[src/rtl/seq_mag_comp.sv]
// Multi-cycle N-bit magnitude comparator, W bits per cycle MSB chunk first, unsigned or two's-complement.
// Define SEQ_MAG_COMP_EARLY_TERM_EN to finish on the first differing chunk instead of always taking C cycles.
module seq_mag_comp #(
  parameter int unsigned N = 16,
  parameter int unsigned W = 4
) (
  input  logic         clk,
  input  logic         rst_n,
  input  logic         start,
  input  logic [N-1:0] a,
  input  logic [N-1:0] b,
  input  logic         signed_mode,
  output logic         busy,
  output logic         done,
  output logic         e,
  output logic         g,
  output logic         l
);

  localparam int unsigned C  = N / W;
  localparam int unsigned IW = (C > 1) ? $clog2(C) : 1;

  typedef enum logic {IDLE, CMP} state_t;

  state_t        state_q, state_d;
  logic [N-1:0]  a_q, a_d, b_q, b_d;
  logic          sm_q, sm_d;
  logic [IW-1:0] idx_q, idx_d;
  logic          sticky_q, sticky_d;
  logic          gt_q, gt_d;
  logic          busy_d, done_d, e_d, g_d, l_d;

  logic [W-1:0]  a_ch, b_ch;
  logic          diff, cur_g, res_diff, res_g, finish;

  // State and all outputs registered together.
  always_ff @(posedge clk or negedge rst_n) begin
    if (!rst_n) begin
      state_q  <= IDLE;
      a_q      <= '0;
      b_q      <= '0;
      sm_q     <= 1'b0;
      idx_q    <= '0;
      sticky_q <= 1'b0;
      gt_q     <= 1'b0;
      busy     <= 1'b0;
      done     <= 1'b0;
      e        <= 1'b0;
      g        <= 1'b0;
      l        <= 1'b0;
    end else begin
      state_q  <= state_d;
      a_q      <= a_d;
      b_q      <= b_d;
      sm_q     <= sm_d;
      idx_q    <= idx_d;
      sticky_q <= sticky_d;
      gt_q     <= gt_d;
      busy     <= busy_d;
      done     <= done_d;
      e        <= e_d;
      g        <= g_d;
      l        <= l_d;
    end
  end

  // Next-state, chunk compare and result loading.
  always_comb begin
    state_d  = state_q;
    a_d      = a_q;
    b_d      = b_q;
    sm_d     = sm_q;
    idx_d    = idx_q;
    sticky_d = sticky_q;
    gt_d     = gt_q;
    busy_d   = busy;
    done_d   = 1'b0;
    e_d      = e;
    g_d      = g;
    l_d      = l;

    a_ch     = W'(a_q >> (32'(idx_q) * W));
    b_ch     = W'(b_q >> (32'(idx_q) * W));
    diff     = (a_ch != b_ch);
    // Top chunk with differing sign bits in signed mode: the negative operand is smaller.
    if (sm_q && (idx_q == IW'(C - 1)) && (a_ch[W-1] != b_ch[W-1]))
      cur_g = b_ch[W-1];
    else
      cur_g = (a_ch > b_ch);
    res_diff = sticky_q | diff;
    res_g    = sticky_q ? gt_q : cur_g;
`ifdef SEQ_MAG_COMP_EARLY_TERM_EN
    finish   = (idx_q == '0) || diff;
`else
    finish   = (idx_q == '0);
`endif

    case (state_q)
      IDLE: begin
        if (start) begin
          a_d      = a;
          b_d      = b;
          sm_d     = signed_mode;
          idx_d    = IW'(C - 1);
          sticky_d = 1'b0;
          gt_d     = 1'b0;
          busy_d   = 1'b1;
          state_d  = CMP;
        end
      end
      CMP: begin
        if (!sticky_q && diff) begin
          sticky_d = 1'b1;
          gt_d     = cur_g;
        end
        if (finish) begin
          e_d     = ~res_diff;
          g_d     = res_diff & res_g;
          l_d     = res_diff & ~res_g;
          done_d  = 1'b1;
          busy_d  = 1'b0;
          state_d = IDLE;
        end else begin
          idx_d = idx_q - IW'(1);
        end
      end
      default: state_d = IDLE;
    endcase
  end

endmodule
[config.mk]
export PLATFORM = sky130hd
export DESIGN_NAME = seq_mag_comp
export DESIGN_NICKNAME = d
export VERILOG_FILES = /design/src/rtl/seq_mag_comp.sv
export SDC_FILE = /design/constraint.sdc
export NUM_CORES = 1
export LEC_CHECK = 0
export BUFFER_PORTS_ARGS = -buffer_cell sky130_fd_sc_hd__buf_2
export CORE_ASPECT_RATIO = 1.25
export CORE_UTILIZATION = 58
export DETAILED_ROUTE_END_ITERATION = 10
export GPL_TIMING_DRIVEN = 0
export PLACE_DENSITY = 0.91
export SLEW_MARGIN = 40
export SYNTH_ARGS = -nofsm -noshare
export SYNTH_HDL_FRONTEND = slang
export SYNTH_SLANG_ARGS = --single-unit
[constraint.sdc]
create_clock -name clk -period 5.4 [get_ports clk]
set_input_delay 1.08 -clock clk [delete_from_list [all_inputs] [get_ports clk]]
set_output_delay 1.08 -clock clk [all_outputs]
set_load 0.01 [all_outputs]
==> impl_metrics.json <==
{
  "post-cts-setup-buffers": 0,
  "cts_tree": "built",
  "synth_area_leader_cell": "dfrtp_1",
  "drt_pass1_iterations": 4,
  "io_buffers": 40,
  "power_mw": 1.49,
  "slew-limit-headroom_pct": 64.9,
  "criticalPathCategory": "flop to flop",
  "viasPerCell": 5.79,
  "cts_made_buffers": 5,
  "ys_ff_latch": 43,
  "power_leakage_nw": 1.10,
  "ir_drop_mv": 0.404,
  "worst_pin_slew_ns": 0.527,
  "fin_worst_skew_ns": 0.00271,
  "post_cts_resized": 0,
  "dpl.hpwl_mm": 2.82,
  "clock-sinks": 43,
  "grt_max_degree": 44,
  "finalCritPeriodShare_pct": 50.1,
  "n_antenna_cell": 0,
  "rsz0062_at_grt": "no",
  "syn_inst": 139,
  "synth_warnings": 0,
  "finalWorstSetupSlack_ns": 2.70,
  "die_height_um": 67.3,
  "nFillCells": 235,
  "vias": 1297,
  "clk_latency_ns": 0.30,
  "place_ws_ns": 2.71,
  "cts_root_buf": "clkbuf_8",
  "hold_viol_final": 0,
  "cp-start-kind": "flop",
  "ios": 41,
  "synth_top_cell_area_share_pct": 54.4,
  "ys_seq_area_share_pct": 54.4,
  "tns_ns": 0,
  "die_x_um": 54.3,
  "dieArea_um2": 3650,
  "crit_fanout": 10,
  "core_area_um2": 3220,
  "place.gp.congestion": 0.755,
  "end_kind": "flop",
  "whs_ns": 0.482,
  "arrival_ns": 2.90,
  "synthTopCellsByArea": "dfrtp_1 54%, mux2_1 19%, mux4_2 9.1%",
  "setup_viol": 0,
  "p_per_area_nw_per_um2": 640,
  "grt_pass1_vias": 1392,
  "nNetsFinal": 228,
  "cap_viol_max_count": 0,
  "drc": 0,
  "syn-cell-area_um2": 1980,
  "report.final.slew_viol_count": 0,
  "start_util_pct": 61.4,
  "wl_per_cell_um": 17.9,
  "max_clock_freq_ghz": 0.370,
  "ant_nets": 0,
  "drt-total-wl_mm": 4.01,
  "drt_iter0_drc": 19,
  "std_cell_rows": 23,
  "synth_nets": 181,
  "syn_area_per_cell_um2": 14.2,
  "cts_max_path_buffers": 2,
  "track_usage_pct": 26.4,
  "overflow": 0,
  "htree_levels": 2,
  "r2r_slack_ns": 2.70,
  "outcome": "completed",
  "hold_buffers": 0,
  "hp-class": "flop to flop",
  "antenna_found_initial": 0,
  "grt_pass1_wl_mm": 6.39,
  "critPathRequiredTime_ns": 5.59,
  "ys_types": 23,
  "layout-drive-gt1-share_pct": 33.7,
  "timing.final.crit_period_ns": 2.70,
  "cts.clk_slew.worst_paths_ns": 0.08,
  "area_delta_synth_final_pct": 17.6
}
==> area by class of cell <==
class                      instances  area, um2  share of cell area [%]
inverter                           8       30.0                    1.29
buffer                             6       48.8                    2.10
sequential                        43       1080                    46.2
multi-input combinational         82        825                    35.4
timing repair buffer              40        203                    8.70
tap                               37       46.3                    1.99
clock buffer                       8        100                    4.30
==> report_power, final <==
part | internal, mW | total (mW) | leakage (nW) | switching [mW]
clock network | 0.117 | 0.224 | 0.0515 | 0.107
registers | 0.483 | 0.572 | 0.510 | 0.0887
logic | 0.351 | 0.694 | 0.542 | 0.343
total | 0.951 | 1.49 | 1.10 | 0.539
==> through the flow <==
step	area (um2)	std cells	utilization, %
6_report	2330	224	72.2
2_1_floorplan	1980	139	-
5_1_grt	2330	224	72.2
3_3_place_gp	2230	216	69.1
4_1_cts	2330	224	72.2
3_5_place_dp	2230	216	69.1
==> Yosys cell counts <==
master,count
o21ai_1,1
nor2_1,9
o31ai_1,2
a21boi_1,1
a31o_1,1
inv_1,7
mux2_1,33
nand2_1,6
dfrtp_1,43
buf_6,3
a31oi_1,2
inv_2,1
o211ai_1,1
a21oi_1,3
buf_2,3
ha_1,6
mux4_2,8
nand2b_1,1
nand4_1,1
nor2b_1,3
o21ai_0,2
and3_1,1
mux2i_4,1
==> cell families after synthesis <==
kind of cell / count (synthesis) / share of synthesized area (%)
compound gates: 13 / 4.11
fa+ha+maj: 6 / 3.79
buf+inv: 14 / 3.98
flops: 43 / 54.4
mux: 42 / 29.0
simple gates: 21 / 4.74
==> worst paths after layout <==
| check | depth (start not counted) | endpoint | startpoint |
|---|---|---|---|
| setup / recovery | 7 | l | idx_q[0] |
| hold / removal | 2 | e | e |
| setup reg to reg | 7 | l | idx_q[0] |
| hold reg to reg | 2 | e | e |
| max in group asynchronous | 1 | b_q[8] | rst_n |
| min in group asynchronous | 1 | a_q[11] | rst_n |
==> layer usage <==
| metal | GRT usage [%] | up-vias | wire length [um] |
|---|---|---|---|
| li1 | - | 585 | - |
| met1 | 28.5 | 674 | 1440 |
| met2 | 46.5 | 30 | 2320 |
| met3 | 6.98 | 8 | 141 |
| met4 | 12.2 | 0 | 99 |
| met5 | 0 | - | 0 |
==> flip-flops by register name, indices dropped and copies added, names as in the netlist <==
| name | flops |
|---|---|
| g | 1 |
| state_q | 1 |
| l | 1 |
| sticky_q | 1 |
| busy | 1 |
| e | 1 |
| gt_q | 1 |
| done | 1 |
| b_q | 16 |
| sm_q | 1 |
| idx_q | 2 |
| a_q | 16 |
==> cells in the final DEF, fill, tap and decap left out <==
master and count:
o211ai_1 1, nand4_1 1, buf_6 3, nor2_1 9, and3_1 1, nand2_1 6
clkbuf_1 1, ha_1 6, a31o_1 1, inv_1 7, a21boi_1 1, nor2b_1 3
mux2i_4 1, nand2b_1 1, clkbuf_8 7, o31ai_1 2, buf_2 42, a21oi_1 3
dfrtp_1 43, mux4_2 8, buf_4 1, inv_2 1, o21ai_1 1, a31oi_1 2
o21ai_0 2, mux2_1 33
==> worst max-delay path, cell delays in order, from the launching register on <==
cell and delay (ns):
dfrtp_1 0.41, buf_2 0.33, mux4_2 0.56, ha_1 0.36, nand4_1 0.25, a21boi_1 0.31, mux2i_4 0.12, a31o_1 0.24
(Power assumes the default switching activity.)
